==> src/rtl/fetch_stage.sv <==
// fetch_stage: instruction-fetch stage plus IF/ID pipeline register.
//
// Owns the PC, drives a synchronous-read instruction memory (data returns one
// cycle after the address) and presents a PC/instruction pair to decode.
// A load-use freeze holds the IF/ID slot; a redirect from EX reloads the PC and
// turns the IF/ID slot into a bubble. Redirect wins over freeze.
//
// Ports:
//   clk_i          rising-edge clock
//   rst_ni         asynchronous active-low reset
//   freeze_i       load-use stall request
//   redirect_i     taken branch/jump resolved in EX
//   redirect_pc_i  redirect target (bits [1:0] ignored)
//   imem_addr_o    instruction memory address (current fetch PC)
//   imem_rdata_i   instruction memory read data (mem[addr of previous cycle])
//   pc_id_o        PC of the instruction in ID
//   pc_plus4_id_o  pc_id_o + 4, modulo 2^32
//   instr_id_o     instruction in ID (NOP_INSTR when the slot is a bubble)
//   valid_id_o     ID slot holds a real instruction
//   stall_count_o  frozen cycles, saturating
//   flush_count_o  redirects taken, saturating

module fetch_stage #(
    parameter logic [31:0] RESET_PC  = 32'h0000_0000,
    parameter logic [31:0] NOP_INSTR = 32'h0000_0013
) (
    input  logic        clk_i,
    input  logic        rst_ni,
    input  logic        freeze_i,
    input  logic        redirect_i,
    input  logic [31:0] redirect_pc_i,
    output logic [31:0] imem_addr_o,
    input  logic [31:0] imem_rdata_i,
    output logic [31:0] pc_id_o,
    output logic [31:0] pc_plus4_id_o,
    output logic [31:0] instr_id_o,
    output logic        valid_id_o,
    output logic [31:0] stall_count_o,
    output logic [31:0] flush_count_o
);

    localparam logic [31:0] CountMax = 32'hFFFF_FFFF;

    logic [31:0] pc_q,          pc_d;
    logic [31:0] pc_id_q,       pc_id_d;
    logic        valid_id_q,    valid_id_d;
    logic [31:0] instr_hold_q,  instr_hold_d;
    logic        hold_valid_q,  hold_valid_d;
    logic [31:0] stall_count_q, stall_count_d;
    logic [31:0] flush_count_q, flush_count_d;

    // ------------------------------------------------------------------
    // State registers
    // ------------------------------------------------------------------
    always_ff @(posedge clk_i or negedge rst_ni) begin
        if (!rst_ni) begin
            pc_q          <= RESET_PC;
            pc_id_q       <= 32'h0;
            valid_id_q    <= 1'b0;
            instr_hold_q  <= 32'h0;
            hold_valid_q  <= 1'b0;
            stall_count_q <= 32'h0;
            flush_count_q <= 32'h0;
        end else begin
            pc_q          <= pc_d;
            pc_id_q       <= pc_id_d;
            valid_id_q    <= valid_id_d;
            instr_hold_q  <= instr_hold_d;
            hold_valid_q  <= hold_valid_d;
            stall_count_q <= stall_count_d;
            flush_count_q <= flush_count_d;
        end
    end

    // ------------------------------------------------------------------
    // Next-state logic: redirect > freeze > advance
    // ------------------------------------------------------------------
    always_comb begin
        pc_d          = pc_q;
        pc_id_d       = pc_id_q;
        valid_id_d    = valid_id_q;
        instr_hold_d  = instr_hold_q;
        hold_valid_d  = hold_valid_q;
        stall_count_d = stall_count_q;
        flush_count_d = flush_count_q;

        if (redirect_i) begin
            // The instruction arriving from memory next cycle belongs to the
            // wrong path, so IF/ID becomes a bubble and any held copy is dropped.
            pc_d         = {redirect_pc_i[31:2], 2'b00};
            valid_id_d   = 1'b0;
            hold_valid_d = 1'b0;
            if (flush_count_q != CountMax) begin
                flush_count_d = flush_count_q + 32'd1;
            end
        end else if (freeze_i) begin
            // Memory keeps reading pc_q (the next instruction), so the ID
            // instruction must be captured on the first frozen edge only.
            if (!hold_valid_q) begin
                instr_hold_d = imem_rdata_i;
                hold_valid_d = 1'b1;
            end
            if (stall_count_q != CountMax) begin
                stall_count_d = stall_count_q + 32'd1;
            end
        end else begin
            pc_id_d      = pc_q;
            pc_d         = pc_q + 32'd4;
            valid_id_d   = 1'b1;
            hold_valid_d = 1'b0;
        end
    end

    // ------------------------------------------------------------------
    // Outputs
    // ------------------------------------------------------------------
    always_comb begin
        imem_addr_o   = pc_q;
        pc_id_o       = pc_id_q;
        pc_plus4_id_o = pc_id_q + 32'd4;
        valid_id_o    = valid_id_q;
        stall_count_o = stall_count_q;
        flush_count_o = flush_count_q;
        if (!valid_id_q) begin
            instr_id_o = NOP_INSTR;
        end else if (hold_valid_q) begin
            instr_id_o = instr_hold_q;
        end else begin
            instr_id_o = imem_rdata_i;
        end
    end

endmodule

==> config.mk <==
export PLATFORM = sky130hd
export DESIGN_NAME = fetch_stage
export DESIGN_NICKNAME = d
export VERILOG_FILES = /design/src/rtl/fetch_stage.sv
export SDC_FILE = /design/constraint.sdc
export NUM_CORES = 1
export LEC_CHECK = 0
export CAP_MARGIN = 40
export CORE_MARGIN = 2
export CORE_UTILIZATION = 50
export DETAILED_ROUTE_END_ITERATION = 8
export MAX_ROUTING_LAYER = met4
export PLACE_DENSITY = 0.85
export SKIP_LAST_GASP = 1
export SLEW_MARGIN = 20
export SYNTH_ARGS = -nofsm -noshare
export SYNTH_HDL_FRONTEND = slang
export SYNTH_SLANG_ARGS = --single-unit
==> constraint.sdc <==
create_clock -name clk_i -period 3.32 [get_ports clk_i]
set_clock_uncertainty 0.05 [all_clocks]
set_input_delay 0.664 -clock clk_i [delete_from_list [all_inputs] [get_ports clk_i]]
set_output_delay 0.664 -clock clk_i [all_outputs]
set_load 0.1 [all_outputs]
==> metrics.md <==
| Metric | Value |
|---|---|
| Routed wl met2 | 10.63 mm |
| TritonCTS clock tree | built |
| Max Cap Violations | 0 |
| Commonest cells post-synth | 158 x dfrtp_1, 83 x nand2_1, 76 x xnor2_1 |
| Critical Path RT | around 2.6 ns |
| Setup CP Type | flop to output pin |
| Initial core utilization | 0.5148 |
| First-pass GRT wire length | between 30 and 40 mm |
| Worst Hold Launch | instr_hold_q[6] |
| Root buffer cell | clkbuf_16 |
| DRT antenna net count | 0 |
| Synth async-reset ratio | 1.000 |
| GRT Total Usage | 0.2628 |
| Clk Latency, worst-skew pair | around 0.43 ns |
| EDFF count, synth | 0 |
| Finish-stage setup viols | 0 |
| # DRC | 0 |
| Ys flop type | dfrtp_1 |
| Tmin final | roughly 3.2 ns |
| Io pins | 261 |
| Core area | between 15000 and 20000 sq um |
| Final hold vios | 0 |
| Filler cells | roughly 1100 |
| LEAKAGE | slightly above 5 nW |
| Share of layout cells above drive strength 1 | 0.3371 |
| CTS H-tree lvls | 4 |
| WP buf/inv | 2 |
| CP top delay family | simple AND/OR/NAND/NOR gates |
| Fmax | 308.7 MHz |
| Crit path cell chain | ha_4 -> nand2_2 -> nor4_2 -> buf_4 -> and4_4 -> nand4_1 -> xnor2_4 -> buf_12 |
| Drt pass-1 iters | 4 |
| Yosys top cell by area | dfrtp_1 |
| Clk pin slew, worst setup/hold paths | 0.06 ns |
| Post-Route WL | around 22 mm |
| Sink Count | 158 |
| Yosys reg bits | 158 |
| Worst VDD drop | ~0.74 mV |
| RSZ-0062 raised after global routing | yes |
| CP endpoint kind | output pin |
| Status | complete, no violations |
| Largest net degree at the start of global routing | 88 |
| Grt ovf | 0 |
| Met3 wire len | around 1.3 mm |
| Hold Crit Class | flop to flop |
| Final period util | 0.9757 |
| Top Layer Used | met4 |
| Delay of the slowest critical-path stage | around 0.46 ns |
| Die area | around 17000 sq um |
| Leading post-synthesis cells by cell area | dfrtp_1 48%, xnor2_1 8.1%, mux2_1 4.7% |
| Die H | 132.1 um |
| Share of the synthesized area in the top cell type | 0.4818 |
| Syn. warnings | 0 |
| Vias in the first global route | 6884 |
| Slew Viols, Final | 0 |
| Area Growth Syn to Fin | 45.34% |
| Die X | about 130 um |
| Row Count | 46 |
| Critical path launch point | pc_id_o[2] |
| Initial antenna violation count | 1 |
| Total power after layout | 8.027 mW |
| Most common cell in the netlist | dfrtp_1 |
| Mapped Cells | 789 |
| Startpoint types | flop |
| PortBufs | 252 |
| Metal1 wirelength | slightly above 9 mm |
| Critical path's slowest cell | dfrtp_4 |
| Data arrival time of the critical path | 2.53 ns |
| Final GP Congestion | around 0.86 |
| Setup_tns | 0 ns |
| Avg Inst Size Synth | about 10 sq um |
| 1st-iter DRT viols | around 460 |
| Vias post-DR | around 7000 |
| Post-DP HPWL | around 16 mm |
| Pwr/cell area | between 600 and 700 nW/um^2 |
| Final #Nets | 1130 |
| CTS Buffer Depth | 2 |
| Slew margin rel. | 0.6070 |
| CTS buffer count | 17 |
| Slew @ Worst Pin | 0.5869 ns |
| Max FO, Critical Path | 6 |
| FF-to-FF Start | flush_count_o[0] |
| Vias per inst | around 5.4 |
| Synth unique cells | between 40 and 50 |
| Register area share after synthesis | 0.4818 |
| WL/cell | between 15 and 20 um |
| Mapped cell area | about 8000 sq um |
-- per-stage QoR --
step                      worst slack, ns  hold WS, ns  area (sq um)  cells  utilization
after detailed placement           0.3796       0.4258         11140   1246       0.6985
after CTS                         0.01084       0.2815         11800   1280       0.7404
final                             0.08080       0.4347         11930   1288       0.7482
after global routing             -0.01767       0.4446         11930   1288       0.7482
after floorplan                   -0.1243       0.3184          8600    794            -
after global placement             0.4029       0.4171         11110   1244       0.6970
-- placed cells by master, fill, tap and decap left out, drive strengths merged, types with 5 or more instances in the layout --
cell type,instances
o211ai,5
nand4,47
xnor2,76
clkbuf,21
dfrtp,158
buf,213
clkdlybuf4s50,63
xor2,36
clkinv,5
and2,7
nand3,43
nor4,12
inv,12
conb,6
nor2,67
nor3,16
and4,11
or2,5
o21ai,29
and3,19
mux2,64
mux2i,35
nand2,83
-- cells by family (layout without fill, tap and decap cells) --
| group | Yosys count | after routing | synth area share |
|---|---|---|---|
| AO/OA/AOI/OAI | 45 | 45 | 0.03415 |
| XOR/XNOR | 112 | 112 | 0.1195 |
| adder cells (fa/ha/maj) | 4 | 4 | 0.006099 |
| buffers and inverters | 44 | 321 | 0.02317 |
| flip-flops | 158 | 158 | 0.4818 |
| multiplexers | 99 | 99 | 0.1305 |
| other | 1 | 7 | 0.0004569 |
| AND/OR/NAND/NOR | 326 | 326 | 0.2043 |
-- power by group --
part	internal [mW]	switching [mW]	total (mW)
Combinational	0.864	2.54	3.41
Sequential	2.19	0.358	2.54
Clock	1.31	0.760	2.07
-- sequential cells by signal (all words and copies together), names as in the netlist --
name	cells
flush_count_o	32
instr_hold_q	32
stall_count_o	32
imem_addr_o	30
pc_id_o	30
hold_valid_q	1
valid_id_o	1
-- final cells by class --
| cell class | instances | area (sq um) | area share |
|---|---|---|---|
| diodes | 1 | 2.502 | 0.0002098 |
| well taps | 216 | 270.3 | 0.02266 |
| repair buffers | 277 | 2495 | 0.2092 |
| clock buffers | 21 | 470.5 | 0.03944 |
| multi-input cells | 592 | 4491 | 0.3765 |
| clock inverters | 11 | 163.9 | 0.01374 |
| inverters | 12 | 45.04 | 0.003776 |
| flip-flops and latches | 158 | 3990 | 0.3345 |
-- worst paths after layout --
| kind | to | slack (ns) | cells after the start |
|---|---|---|---|
| max in group asynchronous | stall_count_o[18] | 1.84 | 4 |
| max reg2reg | flush_count_o[30] | 0.93 | 6 |
| min reg2reg | instr_hold_q[6] | 0.43 | 1 |
| min in group asynchronous | stall_count_o[11] | 0.56 | 2 |
| min | instr_hold_q[6] | 0.43 | 1 |
| max | pc_plus4_id_o[30] | 0.08 | 8 |
-- layer usage --
layer	vias up	GRT usage
met5	-	-
met2	237	0.4196
met1	3366	0.3240
li1	3315	-
met4	0	0.1087
met3	49	0.05921
-- repair_timing --
item,4_1_cts,5_1_grt
gates resized for setup,6,9
pin swaps,1,4
endpoints found under the hold margin,0,7
setup endpoints to repair,5,9
hold buffers,0,1
gates cloned,0,0
setup buffers,2,5
Power figures use the tool's default switching activity.
